==> src/rtl/seq_counter_pkg.sv <==
// Shared types and helpers for the sequenced counter / digit-scan controller.
package seq_counter_pkg;

    typedef enum logic {DIR_DOWN = 1'b0, DIR_UP = 1'b1} dir_t;

    // Digit index needs at least one bit even for tiny displays.
    function automatic int clog2_min1(input int n);
        return (n <= 2) ? 1 : $clog2(n);
    endfunction

endpackage

==> src/rtl/seq_counter_ctrl_tick_gen.sv <==
// Prescaler: counts enabled cycles and flags the cycle in which pre has reached div.
module tick_gen #(
    parameter int W = 24
) (
    input  logic         clk,
    input  logic         rst_n,
    input  logic         en,
    input  logic         clr,
    input  logic [W-1:0] div,
    output logic         tick_pre
);

    logic [W-1:0] r_pre;

    // Combinational strobe so the consumer registers its step in the same edge that clears pre.
    assign tick_pre = en && (r_pre >= div);

    always_ff @(posedge clk or negedge rst_n) begin
        if (!rst_n) begin
            r_pre <= '0;
        end else if (clr) begin
            r_pre <= '0;
        end else if (en) begin
            r_pre <= tick_pre ? '0 : r_pre + 1'b1;
        end
    end

endmodule

==> src/rtl/seq_counter_ctrl.sv <==
// Programmable up/down modulo counter with load, tick/tc pulses, and a free-running digit scan.
module seq_counter_ctrl
    import seq_counter_pkg::*;
#(
    parameter int WIDTH    = 32,
    parameter int DIV_W    = 24,
    parameter int DIGITS   = 8,
    parameter int SCAN_DIV = 16
) (
    input  logic                           clk,
    input  logic                           rst_n,
    input  logic                           en,
    input  logic                           up,
    input  logic                           load,
    input  logic [WIDTH-1:0]               load_val,
    input  logic [DIV_W-1:0]               div,
    input  logic [WIDTH-1:0]               limit,
    output logic [WIDTH-1:0]               cntr,
    output logic                           tick,
    output logic                           tc,
    output logic                           wrapped,
    output logic [clog2_min1(DIGITS)-1:0]  digit
);

    localparam int DW = clog2_min1(DIGITS);

    logic             w_step;
    logic             w_scan_strobe;
    dir_t             w_dir;
    logic [WIDTH-1:0] r_cntr;
    logic             r_tick;
    logic             r_tc;
    logic             r_wrapped;
    logic [DW-1:0]    r_digit;

    assign w_dir = dir_t'(up);

    tick_gen #(.W(DIV_W)) u_count_pre (
        .clk      (clk),
        .rst_n    (rst_n),
        .en       (en),
        .clr      (load),
        .div      (div),
        .tick_pre (w_step)
    );

    tick_gen #(.W(SCAN_DIV)) u_scan_pre (
        .clk      (clk),
        .rst_n    (rst_n),
        .en       (1'b1),
        .clr      (1'b0),
        .div      ({SCAN_DIV{1'b1}}),
        .tick_pre (w_scan_strobe)
    );

    // Load outranks any step that the prescaler offers in the same cycle.
    always_ff @(posedge clk or negedge rst_n) begin
        if (!rst_n) begin
            r_cntr    <= '0;
            r_tick    <= 1'b0;
            r_tc      <= 1'b0;
            r_wrapped <= 1'b0;
        end else if (load) begin
            r_cntr    <= load_val;
            r_tick    <= 1'b0;
            r_tc      <= 1'b0;
            r_wrapped <= 1'b0;
        end else begin
            r_tick <= w_step;
            r_tc   <= 1'b0;
            if (w_step) begin
                if (w_dir == DIR_UP) begin
                    if (r_cntr >= limit) begin
                        r_cntr    <= '0;
                        r_tc      <= 1'b1;
                        r_wrapped <= 1'b1;
                    end else begin
                        r_cntr <= r_cntr + 1'b1;
                    end
                end else begin
                    if (r_cntr == '0) begin
                        r_cntr    <= limit;
                        r_tc      <= 1'b1;
                        r_wrapped <= 1'b1;
                    end else begin
                        r_cntr <= r_cntr - 1'b1;
                    end
                end
            end
        end
    end

    always_ff @(posedge clk or negedge rst_n) begin
        if (!rst_n) begin
            r_digit <= '0;
        end else if (w_scan_strobe) begin
            r_digit <= (r_digit == DW'(DIGITS - 1)) ? '0 : r_digit + 1'b1;
        end
    end

    assign cntr    = r_cntr;
    assign tick    = r_tick;
    assign tc      = r_tc;
    assign wrapped = r_wrapped;
    assign digit   = r_digit;

endmodule
==> config.mk <==
export PLATFORM = sky130hd
export DESIGN_NAME = seq_counter_ctrl
export DESIGN_NICKNAME = d
export VERILOG_FILES = /design/src/rtl/seq_counter_pkg.sv /design/src/rtl/seq_counter_ctrl_tick_gen.sv /design/src/rtl/seq_counter_ctrl.sv
export SDC_FILE = /design/constraint.sdc
export NUM_CORES = 1
export LEC_CHECK = 0
export BUFFER_PORTS_ARGS = -buffer_cell sky130_fd_sc_hd__buf_2
export CORE_ASPECT_RATIO = 1.5
export CORE_MARGIN = 2
export CORE_UTILIZATION = 59
export CTS_CLUSTER_DIAMETER = 80
export DETAILED_ROUTE_END_ITERATION = 8
export PLACE_DENSITY = 0.79
export SLEW_MARGIN = 20
export SYNTH_ARGS = -nofsm -noshare
export SYNTH_HDL_FRONTEND = slang
export SYNTH_HIERARCHICAL = 1
export SYNTH_SLANG_ARGS = --single-unit
==> constraint.sdc <==
create_clock -name clk -period 4.2 [get_ports clk]
set_input_delay 0.21 -clock clk [delete_from_list [all_inputs] [get_ports clk]]
set_output_delay 0.21 -clock clk [all_outputs]
set_load 0.01 [all_outputs]
==> out/metrics.yaml <==
detailed_routing:
  drc: 0
  wirelength_mm: 24.0
  vias_per_cell: 6.40
  route.vias.total: 8251
  drt_iter0_markers: 557
  wire_per_inst_um: 18.6
  firstDrtPassIters: 5
  ant_nets: 0
place:
  post_dp_cell_area_sq_um: 8750
  hpwl_mm: 17.6
  placed_cells: 1270
  gp_congestion: 0.946
  io_buffers: 130
setup_path:
  critical_path_arrival_ns: 4.23
  worst_setup_path_end_kind: "flip-flop"
  path_max_fanout: 27
  crit_path_start_kind: "flip-flop"
  worstSetupPathType: "reg -> reg"
  critPathRequiredTime_ns: 4.47
logic_synthesis:
  synth_edf_count: 0
  async_reset_ff_share_pct: 100
  dominantRegCellSynth: "dfrtp_1"
  yosysUniqueCellTypes: 96
  synth_area_leaders: "dfrtp_1 24%, ha_1 12%, inv_1 4.1%, a21oi_1 3.7%, nor2_1 3.5%"
  synthCells: 1014
  yosysSeqAreaShare_pct: 24.2
  ys_seq_elements: 78
  synthDominantCellAreaShare_pct: 24.2
  synth.cell_area_sq_um: 8070
  ys_warn_count: 6
  yosysTopAreaCell: "dfrtp_1"
  syn_avg_cell_area_sq_um: 7.96
grt:
  grt_util_met3_pct: 4.09
  use_met1_pct: 36.0
  busiest_layer: "met2"
  grt_pass1_vias: 8184
  grt_pass1_wl_mm: 38.9
  grt_max_degree: 51
  track_usage_pct: 32.9
  grt_overflow: 0
  antenna_found_initial: 2
  grtUsageMet2_pct: 58.9
layout:
  final_cells: 1290
  final_common_cell: "buf_2"
  drive_gt1_share_pct: 17.5
  n_fill_cell: 1223
  stdcell_area_sq_um: 9070
  area_growth_pct: 12.4
  layout_common_cells: "129 x buf_2, 89 x inv_1, 79 x ha_1"
  nNetsFinal: 1292
die:
  core_area_sq_um: 13400
  dieArea_sq_um: 14700
  rows: 52
  pin_count: 131
  die_h_um: 147
  initial_core_util_pct: 60.2
  die_x_um: 99.5
cts:
  cts_tree: "built"
  cts_buffers: 9
  clkSinkCount: 78
  postCtsSetupBuffers: 0
  clockRootBuffer: "clkbuf_16"
  clk_pin_slew_ns: 0.07
  clock_latency_ns: 0.35
  cts_max_level: 3
  cts_max_path_buffers: 2
sta:
  drv_slew: 0
  finalHoldViolations: 0
  finalSetupViolCount: 0
  max_freq_ghz: 0.253
  final.setup.tns_ns: 0
  slew_headroom_pct: 29.8
  skew_ns: 0.0103
  period_minus_slack_ns: 3.96
  worst_pin_slew_ns: 1.05
  fin_crit_sh_pct: 94.3
  rsz0062_at_grt: "false"
pwr:
  p_leak_nw: 4.41
  ir_worst_vdd_v: 0.000194
  pwr_density_cell_nw_per_um2: 245
flow_run:
  maxCapViolations: 0
run_status:
  status: "finished, final reports clean"
hold_path:
  hp-class: "in -> reg"
==> registers in the layout, summed over array words and instances, names as in the netlist <==
register,count
wrapped,1
tick,1
tc,1
cntr,32
u_scan_pre/r_pre,16
u_count_pre/r_pre,24
digit,3
==> path summary, 6_finish.rpt <==
path | startpoint | to | slack [ns] | cells after the start
max | u_count_pre/r_pre[17] | cntr[25] | 0.24 | 11
min reg2reg | wrapped | wrapped | 0.53 | 2
max in group asynchronous | rst_n | u_scan_pre/r_pre[1] | 2.88 | 3
min | load_val[29] | cntr[29] | 0.06 | 2
max reg2reg | u_count_pre/r_pre[17] | cntr[25] | 0.24 | 11
min in group asynchronous | rst_n | cntr[21] | 0.44 | 2
==> cells in the mapped netlist, types with 17 or more instances <==
cell,n
buf_2,18
a221o_1,17
a21oi_1,60
inv_1,89
o21ai_1,18
nor3_1,52
nand4_1,28
nand2_1,75
dfrtp_1,78
nand2b_1,18
o21ai_0,34
ha_1,79
nand3_1,46
nor2_1,76
clkbuf_1,33
nand3b_1,17
==> through the flow <==
step	total power, W	util [%]	setup slack [ns]	hold WS [ns]
3_5_place_dp	0.00139	65.3	0.346	0.308
5_1_grt	0.00231	67.6	0.00317	0.0792
4_1_cts	0.00222	67.6	0.331	0.0619
6_report	0.00222	67.7	0.240	0.0626
2_1_floorplan	0.00120	-	0.907	-0.0856
3_3_place_gp	0.00138	65.3	0.450	0.303
==> critical path, stage by stage, from the launching register on <==
cell     delay, ns
dfrtp_1       0.48
ha_1          0.35
a21oi_1       0.06
o21ai_0       0.17
a21oi_1       0.09
o21ai_2       0.65
nor2_4        0.23
nor2_1        0.17
buf_4         0.31
nand4_1       0.60
or3b_1        0.57
a32oi_1       0.18
==> what timing repair did <==
item                      4_1_cts  5_1_grt
gates resized for setup         0        0
hold endpoints to repair       49        0
hold buffers                    1        0
==> layer usage <==
layer	share of wire, %	wire length, um	vias up
met4	5.7	1360	0
met3	6.1	1460	96
li1	-	-	3940
met1	37	8830	3876
met5	0	0	-
met2	52	12400	339
==> layout make-up <==
type	count	area, sq um	share of cell area (%)
inverter	90	338	3.72
antenna	3	7.51	0.0827
clock buffer	11	253	2.79
multi-input combinational	796	5500	60.6
sequential	78	1950	21.5
tap	162	203	2.23
clock inverter	5	57.6	0.634
timing repair buffer	145	768	8.47
==> cells by family (layout without fill, tap and decap cells) <==
logic type | count (synthesis) | count (layout) | share of synthesized area, %
AND/OR/NAND/NOR | 413 | 413 | 28.9
AO/OA/AOI/OAI | 248 | 248 | 21.9
buffers and inverters | 158 | 251 | 8.60
adder cells (fa/ha/maj) | 79 | 79 | 12.2
flip-flops | 78 | 78 | 24.2
XOR/XNOR | 22 | 22 | 2.39
multiplexers | 14 | 14 | 1.80
other | 2 | 23 | 0.0930
==> power breakdown <==
part	internal [W]	leakage, nW	switching (W)	total, W
sequential	0.000786	1.00	0.000105	0.000891
clock	0.000492	0.144	0.000344	0.000836
combinational	0.000213	3.27	0.000280	0.000493
Power figures use the tool's default switching activity.
